File: src/rtl/bounce_generator.sv
// bounce_generator: mechanical push-button emulator driving a debouncer input.
//
// A clean level request arrives over a valid/ready handshake. When the requested
// level differs from the present output, b_o jumps to the target and then bounces
// through a pseudo-random number of glitch pairs with pseudo-random phase lengths.
// It then holds the target for SETTLE cycles and raises done_o for one cycle.
// A request for the level already on b_o completes at once, with no edges on b_o.
//
// Parameters:
//   BOUNCE_MAX  maximum glitch pairs per transition (0..15)
//   LEN_LOG2    each bounce phase lasts 1..2^LEN_LOG2 cycles
//   SETTLE      stable cycles after the final edge before done_o (>= 1)
//   SEED        LFSR reset value (0 is replaced by 16'h0001)
//
// Ports:
//   clk_i        system clock, rising edge
//   rst_ni       asynchronous active-low reset
//   req_valid_i  request present
//   req_level_i  requested final level of b_o, sampled only at accept
//   req_ready_o  high only while idle
//   b_o          registered bouncy button output
//   busy_o       high while bouncing or settling
//   done_o       one-cycle registered completion pulse
//   edge_cnt_o   (BOUNCE_STATS_EN only) saturating count of b_o edges since the last accept
//
// Optional feature macro: BOUNCE_STATS_EN adds edge_cnt_o.

module bounce_generator #(
   parameter int unsigned BOUNCE_MAX = 4,
   parameter int unsigned LEN_LOG2   = 3,
   parameter int unsigned SETTLE     = 20,
   parameter logic [15:0] SEED       = 16'hACE1
) (
   input  logic       clk_i,
   input  logic       rst_ni,
   input  logic       req_valid_i,
   input  logic       req_level_i,
   output logic       req_ready_o,
   output logic       b_o,
   output logic       busy_o,
   output logic       done_o
`ifdef BOUNCE_STATS_EN
   ,
   output logic [7:0] edge_cnt_o
`endif
);

   localparam int unsigned SettleW = (SETTLE > 1) ? $clog2(SETTLE) : 1;
   // One down-counter serves both the phase lengths and the settle period.
   localparam int unsigned CntW    = (SettleW > LEN_LOG2) ? SettleW : LEN_LOG2;

   localparam logic [15:0]     SeedEff    = (SEED == 16'h0000) ? 16'h0001 : SEED;
   localparam logic [3:0]      BounceMax  = 4'(BOUNCE_MAX);
   localparam logic [CntW-1:0] SettleLoad = CntW'(SETTLE - 1);

   typedef enum logic [1:0] {
      StIdle,
      StBounceOn,
      StBounceOff,
      StSettle
   } state_e;

   state_e            state_q, state_d;
   logic              b_q, b_d;
   logic              tgt_q, tgt_d;
   logic              done_q, done_d;
   logic [15:0]       lfsr_q, lfsr_d;
   logic [3:0]        pairs_q, pairs_d;
   logic [CntW-1:0]   cnt_q, cnt_d;

   logic              accept;
   logic [3:0]        n_pick;
   logic [CntW-1:0]   len_load;

   assign accept   = req_valid_i & (state_q == StIdle);
   assign n_pick   = (lfsr_q[3:0] > BounceMax) ? BounceMax : lfsr_q[3:0];
   // Counter holds (phase length - 1), so the raw LFSR bits load directly.
   assign len_load = CntW'(lfsr_q[LEN_LOG2-1:0]);

   // Galois LFSR, free-running whenever out of reset.
   assign lfsr_d = lfsr_q[0] ? ((lfsr_q >> 1) ^ 16'hB400) : (lfsr_q >> 1);

   always_comb begin
      state_d = state_q;
      b_d     = b_q;
      tgt_d   = tgt_q;
      pairs_d = pairs_q;
      cnt_d   = cnt_q;
      done_d  = 1'b0;

      unique case (state_q)
         StIdle: begin
            if (accept) begin
               if (req_level_i != b_q) begin
                  b_d     = req_level_i;
                  tgt_d   = req_level_i;
                  pairs_d = n_pick;
                  if (n_pick == 4'd0) begin
                     state_d = StSettle;
                     cnt_d   = SettleLoad;
                  end else begin
                     state_d = StBounceOn;
                     cnt_d   = len_load;
                  end
               end else begin
                  done_d = 1'b1;
               end
            end
         end

         StBounceOn: begin
            if (cnt_q == '0) begin
               b_d     = ~tgt_q;
               state_d = StBounceOff;
               cnt_d   = len_load;
            end else begin
               cnt_d = cnt_q - 1'b1;
            end
         end

         StBounceOff: begin
            if (cnt_q == '0) begin
               b_d     = tgt_q;
               pairs_d = pairs_q - 4'd1;
               if (pairs_q == 4'd1) begin
                  state_d = StSettle;
                  cnt_d   = SettleLoad;
               end else begin
                  state_d = StBounceOn;
                  cnt_d   = len_load;
               end
            end else begin
               cnt_d = cnt_q - 1'b1;
            end
         end

         StSettle: begin
            if (cnt_q == '0) begin
               state_d = StIdle;
               done_d  = 1'b1;
            end else begin
               cnt_d = cnt_q - 1'b1;
            end
         end

         default: state_d = StIdle;
      endcase
   end

   always_ff @(posedge clk_i or negedge rst_ni) begin
      if (!rst_ni) begin
         state_q <= StIdle;
         b_q     <= 1'b0;
         tgt_q   <= 1'b0;
         done_q  <= 1'b0;
         lfsr_q  <= SeedEff;
         pairs_q <= 4'd0;
         cnt_q   <= '0;
      end else begin
         state_q <= state_d;
         b_q     <= b_d;
         tgt_q   <= tgt_d;
         done_q  <= done_d;
         lfsr_q  <= lfsr_d;
         pairs_q <= pairs_d;
         cnt_q   <= cnt_d;
      end
   end

   assign req_ready_o = (state_q == StIdle);
   assign busy_o      = (state_q != StIdle);
   assign b_o         = b_q;
   assign done_o      = done_q;

`ifdef BOUNCE_STATS_EN
   logic [7:0] edge_cnt_q, edge_cnt_d;

   // Cleared on accept, then the accept's own edge (if any) is counted.
   always_comb begin
      edge_cnt_d = edge_cnt_q;
      if (accept) begin
         edge_cnt_d = 8'd0;
      end
      if ((b_d != b_q) && (edge_cnt_d != 8'hFF)) begin
         edge_cnt_d = edge_cnt_d + 8'd1;
      end
   end

   always_ff @(posedge clk_i or negedge rst_ni) begin
      if (!rst_ni) begin
         edge_cnt_q <= 8'd0;
      end else begin
         edge_cnt_q <= edge_cnt_d;
      end
   end

   assign edge_cnt_o = edge_cnt_q;
`endif

endmodule
File: config.mk
export PLATFORM = sky130hd
export DESIGN_NAME = bounce_generator
export DESIGN_NICKNAME = d
export VERILOG_FILES = /design/src/rtl/bounce_generator.sv
export SDC_FILE = /design/constraint.sdc
export NUM_CORES = 1
export LEC_CHECK = 0
export ABC_AREA = 1
export BUFFER_PORTS_ARGS = -buffer_cell sky130_fd_sc_hd__clkbuf_2
export CORE_AREA = 8 8 58 60
export DETAILED_ROUTE_END_ITERATION = 7
export DIE_AREA = 0 0 66 68
export GPL_ROUTABILITY_DRIVEN = 0
export PLACE_DENSITY = 0.85
export SLEW_MARGIN = 20
export SYNTH_ARGS = -nofsm -noshare
export SYNTH_HDL_FRONTEND = slang
export SYNTH_SLANG_ARGS = --single-unit
File: constraint.sdc
create_clock -name clk_i -period 4.23 [get_ports clk_i]
set_input_delay 0.846 -clock clk_i [delete_from_list [all_inputs] [get_ports clk_i]]
set_output_delay 0.846 -clock clk_i [all_outputs]
set_load 0.02 [all_outputs]
==> results.md <==
- Top post-synthesis cells by area: dfrtp_1 (37%), dfstp_2 (14%), nand2_1 (9.3%), ha_1 (5.9%), inv_1 (4.0%)
- Grt ovf: 0
- Vias in the first global route: 1208
- Req. time, crit path: 3.38 ns
- Initial antenna violation count: 0
- Sequential Power Share: 32.7%
- Peak supply drop: 0.000501 V
- Max-capacitance violation count: 0
- Power density cells: 793 nW/um^2
- Port bufs: 7
- Average wire per standard cell: 13.9 um
- CTS buffer count: 5
- Category of the most critical setup path: flip-flop to output port
- DR vias/cell: 5.57
- Die area: 4490 um^2
- DR iter-0 viols: 130
- CTS root buf: clkbuf_4
- Placed wire-length estimate: 2.11 mm
- Hold Vio Cnt, Final: 0
- DP Worst Slack: 2.13 ns
- Cell mode on critical path: inv_1
- Slew Limit Headroom: 52.3%
- Maximum clock frequency: 402 MHz
- DRC errors left: 0
- Largest net degree at the start of global routing: 31
- # hold bufs at CTS: 0
- Final net count: 189
- Synth Area in Compound Gates: 8.07%
- Core Rows: 19
- Min-Delay Path Class: flip-flop to flip-flop
- Post-synthesis simple-gate area fraction: 25.1%
- Net Sw Frac: 47.6%
- Htree depth: 2
- # diodes: 0
- Post-route insts no fill: 210
- Max Fanout on Critical Path: 10
- Crit path launch type: flip-flop
- Reg2reg start: state_q[0]$_DFFE_PN0P_
- First-pass GRT wire length: 5.31 mm
- Synthesized cell area: 1490 um^2
- Worst Setup SP: state_q[0]$_DFFE_PN0P_
- Clk pwr share: 12.8%
- Reg2Reg Setup Slack: 2.46 ns
- Routed vias: 1170
- Fin crit share: 58.8%
- Yosys warning total: 0
- PostCTS Resize Cnt: 0
- Reg area: 761 um^2
- Core area: 2570 um^2
- Post-synthesis mux area share: 0%
- CTS Buffer Depth: 2
- Fillers: 210
- Status: finished, final reports clean
- GRT Util Overall: 15.5%
- Detail Route Antenna Nets: 0
- Internal power: 666 uW
- Setup TNS Final: 0 ns
- Sequential share of the synthesized area: 51.1%
- CP Capture Type: output port
- Avg Cell Area, Syn: 8.96 um^2
- Initial Util: 57.9%
- TritonCTS clock tree: built
- #FFs+latches synth: 30
- Worst-Margin Slew: 0.716 ns
- Post-Synthesis Cells: 166
- Post-route setup slack: 1.74 ns
- Final Critical Period: 2.49 ns
- Adder-cell share of the synthesized area: 5.89%
- # clock sinks: 30
- Syn_nets: 177
- Min-delay src: lfsr_q[9]$_DFF_PN0_
- Slowest CP cell: dfrtp_1
- P_sw: 605 uW
- Finish-stage setup viols: 0
- Commonest cells after routing, fill and taps aside: nand2_1 (37), dfrtp_1 (22), inv_1 (16), nor2_1 (16)
- Main combinational cell family by area after synthesis: simple AND/OR/NAND/NOR gates
- Synth Area in XOR/XNOR: 4.12%
- DP Cell Count: 202
- Worst-skew pair later-pin latency: 0.34 ns
- Synth area leader: dfrtp_1
- Post-CTS Setup Bufs: 0
- Most common cell after layout, fill and taps aside: nand2_1
- Max-slew violation count: 0
- P_leak: 0.000835 uW
- IO Pins: 8
- Drt pass-1 iters: 4
- Layout cells sized above 1: 19.6%
- Final WL: 2.93 mm
- Comb pwr share: 54.4%
- Worst Clk Skew: 0.0144 ns
- Delay of the slowest critical-path stage: 0.43 ns
- Die W: 66 um
- Synthesis-to-finish area growth: 7.74%
- Cell variety after synth: 26
- Synth top area share: 37.0%
- Clock transition at the registers of the reported paths: 0.10 ns
- Die Y: 68 um
- Arr. time, crit path: 1.64 ns
- Area occupied by multi-input gates: 642 um^2
- RSZ-0062 raised after global routing: false
- Critical Path, Cell by Cell: inv_1 -> ha_1 -> inv_1 -> clkbuf_2
==> worst max-delay path, delay by kind of cell (launching register included) <==
kind,cells,cell delay [ns]
buf+inv,3,0.46
flops,1,0.43
fa+ha+maj,1,0.40
==> synth_stat cells (all sizes together) <==
master   n
nor2    19
dfstp    8
o211ai   1
ha       7
xnor2    1
dfrtp   22
nand3   10
inv     20
nor3     4
o21ai   13
buf      2
nand3b   1
nand4    3
xor2     6
nand2   39
o22ai    2
or2      1
a21oi    7
==> routing by layer <==
| layer | track usage [%] | wire, um | vias up |
|---|---|---|---|
| met2 | 25.2 | 1460 | 36 |
| li1 | - | - | 556 |
| met3 | 5.24 | 191 | 12 |
| met1 | 16.7 | 1180 | 566 |
| met4 | 11.5 | 96 | 0 |
| met5 | 0 | 0 | - |
==> layout make-up <==
cell class	count	share of cell area (%)
Sequential cell	30	47.5
Multi-Input combinational cell	114	40.0
Clock buffer	6	2.58
Timing Repair Buffer	7	2.19
Clock inverter	2	0.625
Tap cell	31	2.42
Inverter	20	4.68
==> final timing paths <==
| path | cells after the start | to |
|---|---|---|
| worst max-delay path | 4 | busy_o |
| worst min-delay path | 0 | lfsr_q[8]$_DFF_PN0_ |
| worst max register to register | 6 | cnt_q[4]$_DFFE_PN0P_ |
| worst min register to register | 0 | lfsr_q[8]$_DFF_PN0_ |
| max in group asynchronous | 1 | lfsr_q[8]$_DFF_PN0_ |
| min in group asynchronous | 1 | b_o$_DFFE_PN0P_ |
==> metrics by stage <==
step / hold WS [ns] / utilization, % / area, um^2 / power [uW]
global route: 0.369 / 62.4 / 1600 / 1390
CTS: 0.367 / 62.4 / 1600 / 1270
finish: 0.361 / 62.4 / 1600 / 1270
detailed placement: 0.339 / 60.4 / 1550 / 1100
floorplan: 0.331 / - / 1490 / 949
global placement: 0.339 / 60.4 / 1550 / 1060
==> power by group through the flow <==
| stage | Clock [uW] | Combinational (uW) | Sequential, uW |
|---|---|---|---|
| after detailed placement | 0 | 683 | 421 |
| final | 163 | 692 | 416 |
| after floorplan | 0 | 532 | 417 |
| after global routing | 179 | 788 | 424 |
| after CTS | 168 | 689 | 416 |
| after global placement | 0 | 644 | 415 |
==> state kept, by name, summed over array words and instances (netlist names) <==
| signal | count |
|---|---|
| done_o | 1 |
| cnt_q | 5 |
| b_o | 1 |
| pairs_q | 4 |
| state_q | 2 |
| lfsr_q | 16 |
| tgt_q | 1 |
==> logic make-up after synthesis <==
family / Yosys count
fa+ha+maj: 7
compound gates: 23
simple gates: 77
buf+inv: 22
flops: 30
xor+xnor: 7
(Power assumes the default switching activity.)
